`config.mk`:
```
export PLATFORM = sky130hd
export DESIGN_NAME = regfile_2r1w_flat
export DESIGN_NICKNAME = d
export VERILOG_FILES = /design/src/rtl/regfile_2r1w_if.sv /design/src/rtl/regfile_2r1w.sv /design/src/flat_wrapper.sv
export SDC_FILE = /design/constraint.sdc
export NUM_CORES = 1
export LEC_CHECK = 0
export CORE_MARGIN = 5
export CORE_UTILIZATION = 60
export DETAILED_ROUTE_END_ITERATION = 10
export MAX_ROUTING_LAYER = met4
export PLACE_DENSITY = 0.83
export SLEW_MARGIN = 20
export SYNTH_ARGS = -nofsm -noshare
export SYNTH_HDL_FRONTEND = slang
export SYNTH_SLANG_ARGS = --single-unit
```
`constraint.sdc`:
```
create_clock -name clk -period 3.75 [get_ports clk]
set_input_delay 0.75 -clock clk [delete_from_list [all_inputs] [get_ports clk]]
set_output_delay 0.75 -clock clk [all_outputs]
set_load 0.02 [all_outputs]
```
`src/rtl/regfile_2r1w_if.sv`:
```
// Bus bundle for regfile_2r1w: two read ports, one write port, reserve port.
// master = datapath/control side, slave = register file.
interface regfile_2r1w_if #(
  parameter int DATA_W = 16,
  parameter int ADDR_W = 3
);
  logic              rd_en_a;
  logic [ADDR_W-1:0] rd_addr_a;
  logic [DATA_W-1:0] rd_data_a;
  logic              busy_a;

  logic              rd_en_b;
  logic [ADDR_W-1:0] rd_addr_b;
  logic [DATA_W-1:0] rd_data_b;
  logic              busy_b;

  logic              wr_en;
  logic [ADDR_W-1:0] wr_addr;
  logic [DATA_W-1:0] wr_data;

  logic              rsv_en;
  logic [ADDR_W-1:0] rsv_addr;

  logic              any_busy;

  modport master (
    output rd_en_a, rd_addr_a, rd_en_b, rd_addr_b,
    output wr_en, wr_addr, wr_data, rsv_en, rsv_addr,
    input  rd_data_a, busy_a, rd_data_b, busy_b, any_busy
  );

  modport slave (
    input  rd_en_a, rd_addr_a, rd_en_b, rd_addr_b,
    input  wr_en, wr_addr, wr_data, rsv_en, rsv_addr,
    output rd_data_a, busy_a, rd_data_b, busy_b, any_busy
  );
endinterface

```
`src/rtl/regfile_2r1w.sv`:
```
// regfile_2r1w: DEPTH x DATA_W register file, two registered read ports with
// write-to-read bypass, one write port, and a per-register pending bit
// (set by reserve, cleared by writeback; reserve wins on a same-cycle tie).
// Optional: define REGFILE_ZERO_REG_EN to hardwire register 0 to zero.

// One registered read port. Bypass and busy both look at the post-edge state,
// so a read issued alongside a write/reserve sees that write/reserve.
module regfile_2r1w_rd_port #(
  parameter int DATA_W = 16,
  parameter int ADDR_W = 3,
  parameter int DEPTH  = 8
) (
  input  logic                          clk,
  input  logic                          rst_n,
  input  logic                          rd_en,
  input  logic [ADDR_W-1:0]             rd_addr,
  input  logic [DEPTH-1:0][DATA_W-1:0]  mem_q,
  input  logic [DEPTH-1:0]              pending_d,
  input  logic                          wr_en,
  input  logic [ADDR_W-1:0]             wr_addr,
  input  logic [DATA_W-1:0]             wr_data,
  output logic [DATA_W-1:0]             rd_data,
  output logic                          busy
);
  logic [DATA_W-1:0] rd_data_d, rd_data_q;
  logic              busy_d, busy_q;

  // Capture bypassed data and next-state pending bit when enabled, else hold.
  always_comb begin
    rd_data_d = rd_data_q;
    busy_d    = busy_q;
    if (rd_en) begin
      if (wr_en && (wr_addr == rd_addr)) rd_data_d = wr_data;
      else                               rd_data_d = mem_q[rd_addr];
      busy_d = pending_d[rd_addr];
    end
  end

  // Output registers.
  always_ff @(posedge clk or negedge rst_n) begin
    if (!rst_n) begin
      rd_data_q <= '0;
      busy_q    <= 1'b0;
    end else begin
      rd_data_q <= rd_data_d;
      busy_q    <= busy_d;
    end
  end

  assign rd_data = rd_data_q;
  assign busy    = busy_q;
endmodule

module regfile_2r1w #(
  parameter int DATA_W = 16,
  parameter int ADDR_W = 3
) (
  input  logic           clk,
  input  logic           rst_n,
  regfile_2r1w_if.slave  bus
);
  localparam int DEPTH     = 1 << ADDR_W;
  localparam int NUM_PORTS = 2;

  logic [DEPTH-1:0][DATA_W-1:0] mem_d, mem_q;
  logic [DEPTH-1:0]             pending_d, pending_q;
  logic                         any_busy_d, any_busy_q;
  logic                         wr_en_eff, rsv_en_eff;

  logic [NUM_PORTS-1:0]             rd_en;
  logic [NUM_PORTS-1:0][ADDR_W-1:0] rd_addr;
  logic [NUM_PORTS-1:0][DATA_W-1:0] rd_data;
  logic [NUM_PORTS-1:0]             busy;

  // Qualify write/reserve; with a hardwired R0 both are dropped for address 0,
  // which also suppresses the bypass so reads of R0 always return zero.
  always_comb begin
    wr_en_eff  = bus.wr_en;
    rsv_en_eff = bus.rsv_en;
`ifdef REGFILE_ZERO_REG_EN
    if (bus.wr_addr  == '0) wr_en_eff  = 1'b0;
    if (bus.rsv_addr == '0) rsv_en_eff = 1'b0;
`endif
  end

  // Next-state storage and pending vector: write clears, reserve sets after.
  always_comb begin
    mem_d     = mem_q;
    pending_d = pending_q;
    if (wr_en_eff) begin
      mem_d[bus.wr_addr]     = bus.wr_data;
      pending_d[bus.wr_addr] = 1'b0;
    end
    if (rsv_en_eff) pending_d[bus.rsv_addr] = 1'b1;
`ifdef REGFILE_ZERO_REG_EN
    mem_d[0]     = '0;
    pending_d[0] = 1'b0;
`endif
    any_busy_d = |pending_d;
  end

  // Storage, pending bits and the summary flag.
  always_ff @(posedge clk or negedge rst_n) begin
    if (!rst_n) begin
      mem_q      <= '0;
      pending_q  <= '0;
      any_busy_q <= 1'b0;
    end else begin
      mem_q      <= mem_d;
      pending_q  <= pending_d;
      any_busy_q <= any_busy_d;
    end
  end

  assign rd_en[0]   = bus.rd_en_a;
  assign rd_addr[0] = bus.rd_addr_a;
  assign rd_en[1]   = bus.rd_en_b;
  assign rd_addr[1] = bus.rd_addr_b;

  genvar p;
  generate
    for (p = 0; p < NUM_PORTS; p++) begin : g_rd
      regfile_2r1w_rd_port #(
        .DATA_W (DATA_W),
        .ADDR_W (ADDR_W),
        .DEPTH  (DEPTH)
      ) u_rd (
        .clk       (clk),
        .rst_n     (rst_n),
        .rd_en     (rd_en[p]),
        .rd_addr   (rd_addr[p]),
        .mem_q     (mem_q),
        .pending_d (pending_d),
        .wr_en     (wr_en_eff),
        .wr_addr   (bus.wr_addr),
        .wr_data   (bus.wr_data),
        .rd_data   (rd_data[p]),
        .busy      (busy[p])
      );
    end
  endgenerate

  assign bus.rd_data_a = rd_data[0];
  assign bus.busy_a    = busy[0];
  assign bus.rd_data_b = rd_data[1];
  assign bus.busy_b    = busy[1];
  assign bus.any_busy  = any_busy_q;
endmodule
```
`src/flat_wrapper.sv`:
```
// flat-port wrapper written by rule: the top's interface ports become plain ports
module regfile_2r1w_flat 
#(
  parameter int DATA_W = 16,
  parameter int ADDR_W = 3
)
  (clk, rst_n, bus_rd_en_a, bus_rd_addr_a, bus_rd_en_b, bus_rd_addr_b, bus_wr_en, bus_wr_addr, bus_wr_data, bus_rsv_en, bus_rsv_addr, bus_rd_data_a, bus_busy_a, bus_rd_data_b, bus_busy_b, bus_any_busy);
  regfile_2r1w_if #(.DATA_W(DATA_W), .ADDR_W(ADDR_W)) bus_i ();
  input  logic clk;
  input  logic rst_n;
  input wire logic [$bits(bus_i.rd_en_a)-1:0] bus_rd_en_a;
  input wire logic [$bits(bus_i.rd_addr_a)-1:0] bus_rd_addr_a;
  input wire logic [$bits(bus_i.rd_en_b)-1:0] bus_rd_en_b;
  input wire logic [$bits(bus_i.rd_addr_b)-1:0] bus_rd_addr_b;
  input wire logic [$bits(bus_i.wr_en)-1:0] bus_wr_en;
  input wire logic [$bits(bus_i.wr_addr)-1:0] bus_wr_addr;
  input wire logic [$bits(bus_i.wr_data)-1:0] bus_wr_data;
  input wire logic [$bits(bus_i.rsv_en)-1:0] bus_rsv_en;
  input wire logic [$bits(bus_i.rsv_addr)-1:0] bus_rsv_addr;
  output wire logic [$bits(bus_i.rd_data_a)-1:0] bus_rd_data_a;
  output wire logic [$bits(bus_i.busy_a)-1:0] bus_busy_a;
  output wire logic [$bits(bus_i.rd_data_b)-1:0] bus_rd_data_b;
  output wire logic [$bits(bus_i.busy_b)-1:0] bus_busy_b;
  output wire logic [$bits(bus_i.any_busy)-1:0] bus_any_busy;
  assign bus_i.rd_en_a = bus_rd_en_a;
  assign bus_i.rd_addr_a = bus_rd_addr_a;
  assign bus_i.rd_en_b = bus_rd_en_b;
  assign bus_i.rd_addr_b = bus_rd_addr_b;
  assign bus_i.wr_en = bus_wr_en;
  assign bus_i.wr_addr = bus_wr_addr;
  assign bus_i.wr_data = bus_wr_data;
  assign bus_i.rsv_en = bus_rsv_en;
  assign bus_i.rsv_addr = bus_rsv_addr;
  assign bus_rd_data_a = bus_i.rd_data_a;
  assign bus_busy_a = bus_i.busy_a;
  assign bus_rd_data_b = bus_i.rd_data_b;
  assign bus_busy_b = bus_i.busy_b;
  assign bus_any_busy = bus_i.any_busy;
  regfile_2r1w #(.DATA_W(DATA_W), .ADDR_W(ADDR_W)) u_core (.clk(clk), .rst_n(rst_n), .bus(bus_i));
endmodule
```
==> run_results.csv <==
group,metric,value,unit
die,die_y,132.3,µm
critical_path,worstPathArrival,2.85,ns
power,powerDensity,559.4,nW/µm²
detailed_routing,vias_per_cell,6.558,
timing,period_minus_slack,2.551,ns
global_routing,grt_max_degree,63,
placed_design,postPlaceCellArea,9774,µm²
yosys,synth_top_family_by_area,"multiplexers",
detailed_routing,met3_length,1343,µm
critical_path,path_cells,"clkdlybuf4s50_1 -> nand4bb_1 -> buf_4 -> a22oi_1 -> nand4_1 -> or4_1",
layout,fin_area,10380,µm²
yosys,synth_seq_cells,171,
die,coreArea,14590,µm²
clocking,cts_tree,"yes",
critical_path,required,4.05,ns
global_routing,antenna_found_initial,1,
power,p_int,0.004136,W
clocking,clock_latency,0.43,ns
yosys,synth_cells,693,
yosys,synth_top_area_share,47.72,%
yosys,synthArstFlopShare,100.0,%
hold_path,hp-class,"primary input to asynchronous set/reset pin",
yosys,yosysTopAreaCell,"dfrtp_1",
yosys,ys_types,37,
power,clockPowerShare,31.4,%
detailed_routing,met2_wirelength,11290,µm
yosys,synth-simple-area-share,6.488,%
power,switchingPower,0.001672,W
timing,whs,0.2891,ns
detailed_routing,ant_nets,0,
layout,area_growth,15.78,%
yosys,synthMuxAreaShare,33.93,%
outcome,outcome,"complete, no violations",
timing,maxSlewHeadroom,49.13,%
detailed_routing,wl_per_cell,23.45,µm
yosys,syn-cell-area,8967,µm²
clocking,cts_sinks,171,
power,switching_share,28.79,%
yosys,synth-edff-count,0,
timing,setup_viol_count_final,0,
timing,tns,0,ns
layout,drive_gt1_share,32.13,%
detailed_routing,drtIter0Drc,604,
clocking,clk_path_buf_depth,2,
clocking,root_buffer,"clkbuf_16",
clocking,cts_buffers,17,
die,pin_count,69,
placed_design,dp_hpwl,13500,µm
yosys,synth.avg_cell_area,12.94,µm²
timing,final_max_slew_viol_count,0,
layout,final_cells,935,
timing,min_period_over_period,68.03,%
clocking,post_cts_buffers,0,
yosys,synthTopCellsByArea,"dfrtp_1 48%, mux4_2 16%, mux2_2 14%, mux2i_1 3.8%, nand2_1 3.6%",
yosys,ys.flop_type,"dfrtp_1",
yosys,yosys.area_share.xor_xnor,0.5860,%
global_routing,grt_pass1_wl,36350,µm
power,power_frac_comb,24.9,%
timing,hold_viol_final,0,
clocking,ctsHtreeMaxLevel,4,
placed_design,gp_congestion,0.8360,
detailed_routing,drcViolationCount,0,
yosys,synth_fp_nets,727,
power,power.leakage,4.516,nW
clocking,ctsHoldBuffers,0,
yosys,yosysSeqAreaShare,47.72,%
placed_design,dp.cells,903,
critical_path,cp_slowest_cell,"clkdlybuf4s50_1",
placed_design,portBuffers,68,
critical_path,path_max_fanout,17,
die,initial_core_util,61.47,%
power,share_seq_of_total_power,43.7,%
yosys,ys_warn_count,0,
critical_path,critPathMaxStageDelay,0.68,ns
timing,fmax,392.0,MHz
die,dieWidth,132.3,µm
critical_path,cp-start-kind,"primary input",
global_routing,grt_pass1_vias,6598,
yosys,synthAdderAreaFrac,0,%
detailed_routing,met1_length,8751,µm
timing,fin_skew,0.006078,ns
detailed_routing,via_count,6132,
timing,rsz0062_at_grt,"false",
critical_path,critPathKind,"primary input to register",
die,dieArea,17490,µm²
layout,fin_nets,772,
detailed_routing,highest_layer,"met4",
global_routing,grt_usage,27.29,%
clocking,clk_pin_slew_worst_paths,0.06,ns
power,peakVddDrop,0.5266,mV
global_routing,gr-total-overflow,0,
yosys,synth_compound_area_share,6.097,%
detailed_routing,drt_wl_total,21920,µm
detailed_routing,first_pass_iters,5,
flow_run,cap_violations,0,
clocking,cts_resized,0,
timing,worstMarginPinSlew,0.7607,ns
die,rows,44,
critical_path,worstSetupEndpointType,"register",
[cell usage in the layout, fill, tap and decap left out, types with 3 or more instances in the layout]
| cell | n |
|---|---|
| mux2_2 | 112 |
| mux4_2 | 64 |
| a32oi_1 | 3 |
| buf_4 | 23 |
| dfrtp_1 | 171 |
| nor2b_1 | 5 |
| bufinv_16 | 3 |
| o21ai_0 | 36 |
| inv_6 | 4 |
| nand2_1 | 85 |
| o211ai_1 | 32 |
| xnor2_1 | 6 |
| clkinv_4 | 3 |
| clkinv_2 | 3 |
| inv_1 | 40 |
| nand3_1 | 5 |
| mux2i_1 | 34 |
| nand4_1 | 3 |
| clkbuf_16 | 17 |
| clkdlybuf4s50_1 | 65 |
| a221oi_1 | 4 |
| nand2b_1 | 5 |
[metal layers]
layer / track usage, % / vias to the layer above
met2: 44.02 / 247
li1: - / 2630
met3: 6.718 / 54
met1: 34.42 / 3201
met4: 8.597 / 0
met5: - / -
[final cells by class]
| class | count | area, µm² |
|---|---|---|
| fill | 954 | 4207 |
| tap | 184 | 230.2 |
| clock buffer | 18 | 439.2 |
| timing repair buffer | 93 | 884.6 |
| multi-input combinational | 415 | 4230 |
| clock inverter | 13 | 166.4 |
| sequential | 171 | 4279 |
| antenna | 1 | 2.502 |
| inverter | 40 | 150.1 |
[power by group through the flow]
stage / Clock [W] / Sequential, W / Combinational (W)
4_1_cts: 0.00184 / 0.00253 / 0.00146
3_5_place_dp: 0 / 0.00255 / 0.00144
6_report: 0.00182 / 0.00254 / 0.00145
3_3_place_gp: 0 / 0.00249 / 0.00140
5_1_grt: 0.00193 / 0.00259 / 0.00158
2_1_floorplan: 0 / 0.00257 / 0.000905
[worst paths after layout]
| path | startpoint | to | slack [ns] | cells past startpoint |
|---|---|---|---|---|
| setup / recovery | bus_wr_addr[2] | u_core.bus.any_busy$_DFF_PN0_ | 1.20 | 6 |
| hold / removal | rst_n | u_core.pending_q[4]$_DFF_PN0_ | 0.29 | 1 |
| setup reg to reg | u_core.mem_q[114]$_DFFE_PN0P_ | u_core.g_rd[0].u_rd.rd_data[2]$_DFFE_PN0P_ | 2.16 | 5 |
| hold reg to reg | u_core.mem_q[34]$_DFFE_PN0P_ | u_core.mem_q[34]$_DFFE_PN0P_ | 0.49 | 2 |
| max in group asynchronous | rst_n | u_core.mem_q[102]$_DFFE_PN0P_ | 2.62 | 2 |
| min in group clk | u_core.mem_q[34]$_DFFE_PN0P_ | u_core.mem_q[34]$_DFFE_PN0P_ | 0.49 | 2 |
[stage by stage]
step | utilization, % | worst slack (ns) | total power [W]
2_1_floorplan | - | 1.510 | 0.003477
3_3_place_gp | 67.00 | 0.8441 | 0.003892
3_5_place_dp | 67.00 | 0.7730 | 0.003993
4_1_cts | 71.15 | 1.228 | 0.005834
5_1_grt | 71.17 | 1.061 | 0.006091
6_report | 71.17 | 1.199 | 0.005808
[critical path, delay by kind of cell]
| kind | cells | cell delay (ns) |
|---|---|---|
| buf+inv | 2 | 0.93 |
| compound gates | 1 | 0.30 |
| simple gates | 3 | 0.88 |
[synthesized netlist by cell type (all sizes together) (2+ instances only)]
cell type  instances
and4bb             2
clkbuf            36
o211ai            32
o21ai             36
mux2             112
inv               40
a2bb2oi            2
and2               2
a31oi              2
nand2b             5
buf               31
a221oi             4
dfrtp            171
mux2i             34
nor2b              5
nand2             85
nand3              5
nand4              4
a32oi              4
mux4              64
nand4b             3
xnor2              6
[kinds of logic after synthesis]
| kind of cell | after synthesis |
|---|---|
| and+or+nand+nor | 117 |
| DFF | 171 |
| AOI/OAI and AO/OA | 82 |
| buffers and inverters | 107 |
| xor gates and xnor gates | 6 |
| muxes | 210 |
[flip-flops by register name, indices dropped and copies added (netlist names)]
register / cells
u_core.mem_q: 128
u_core.g_rd.u_rd.rd_data: 32
u_core.pending_q: 8
u_core.g_rd.u_rd.busy: 2
u_core.bus.any_busy: 1
No activity file was read; power rests on OpenSTA's default activity.
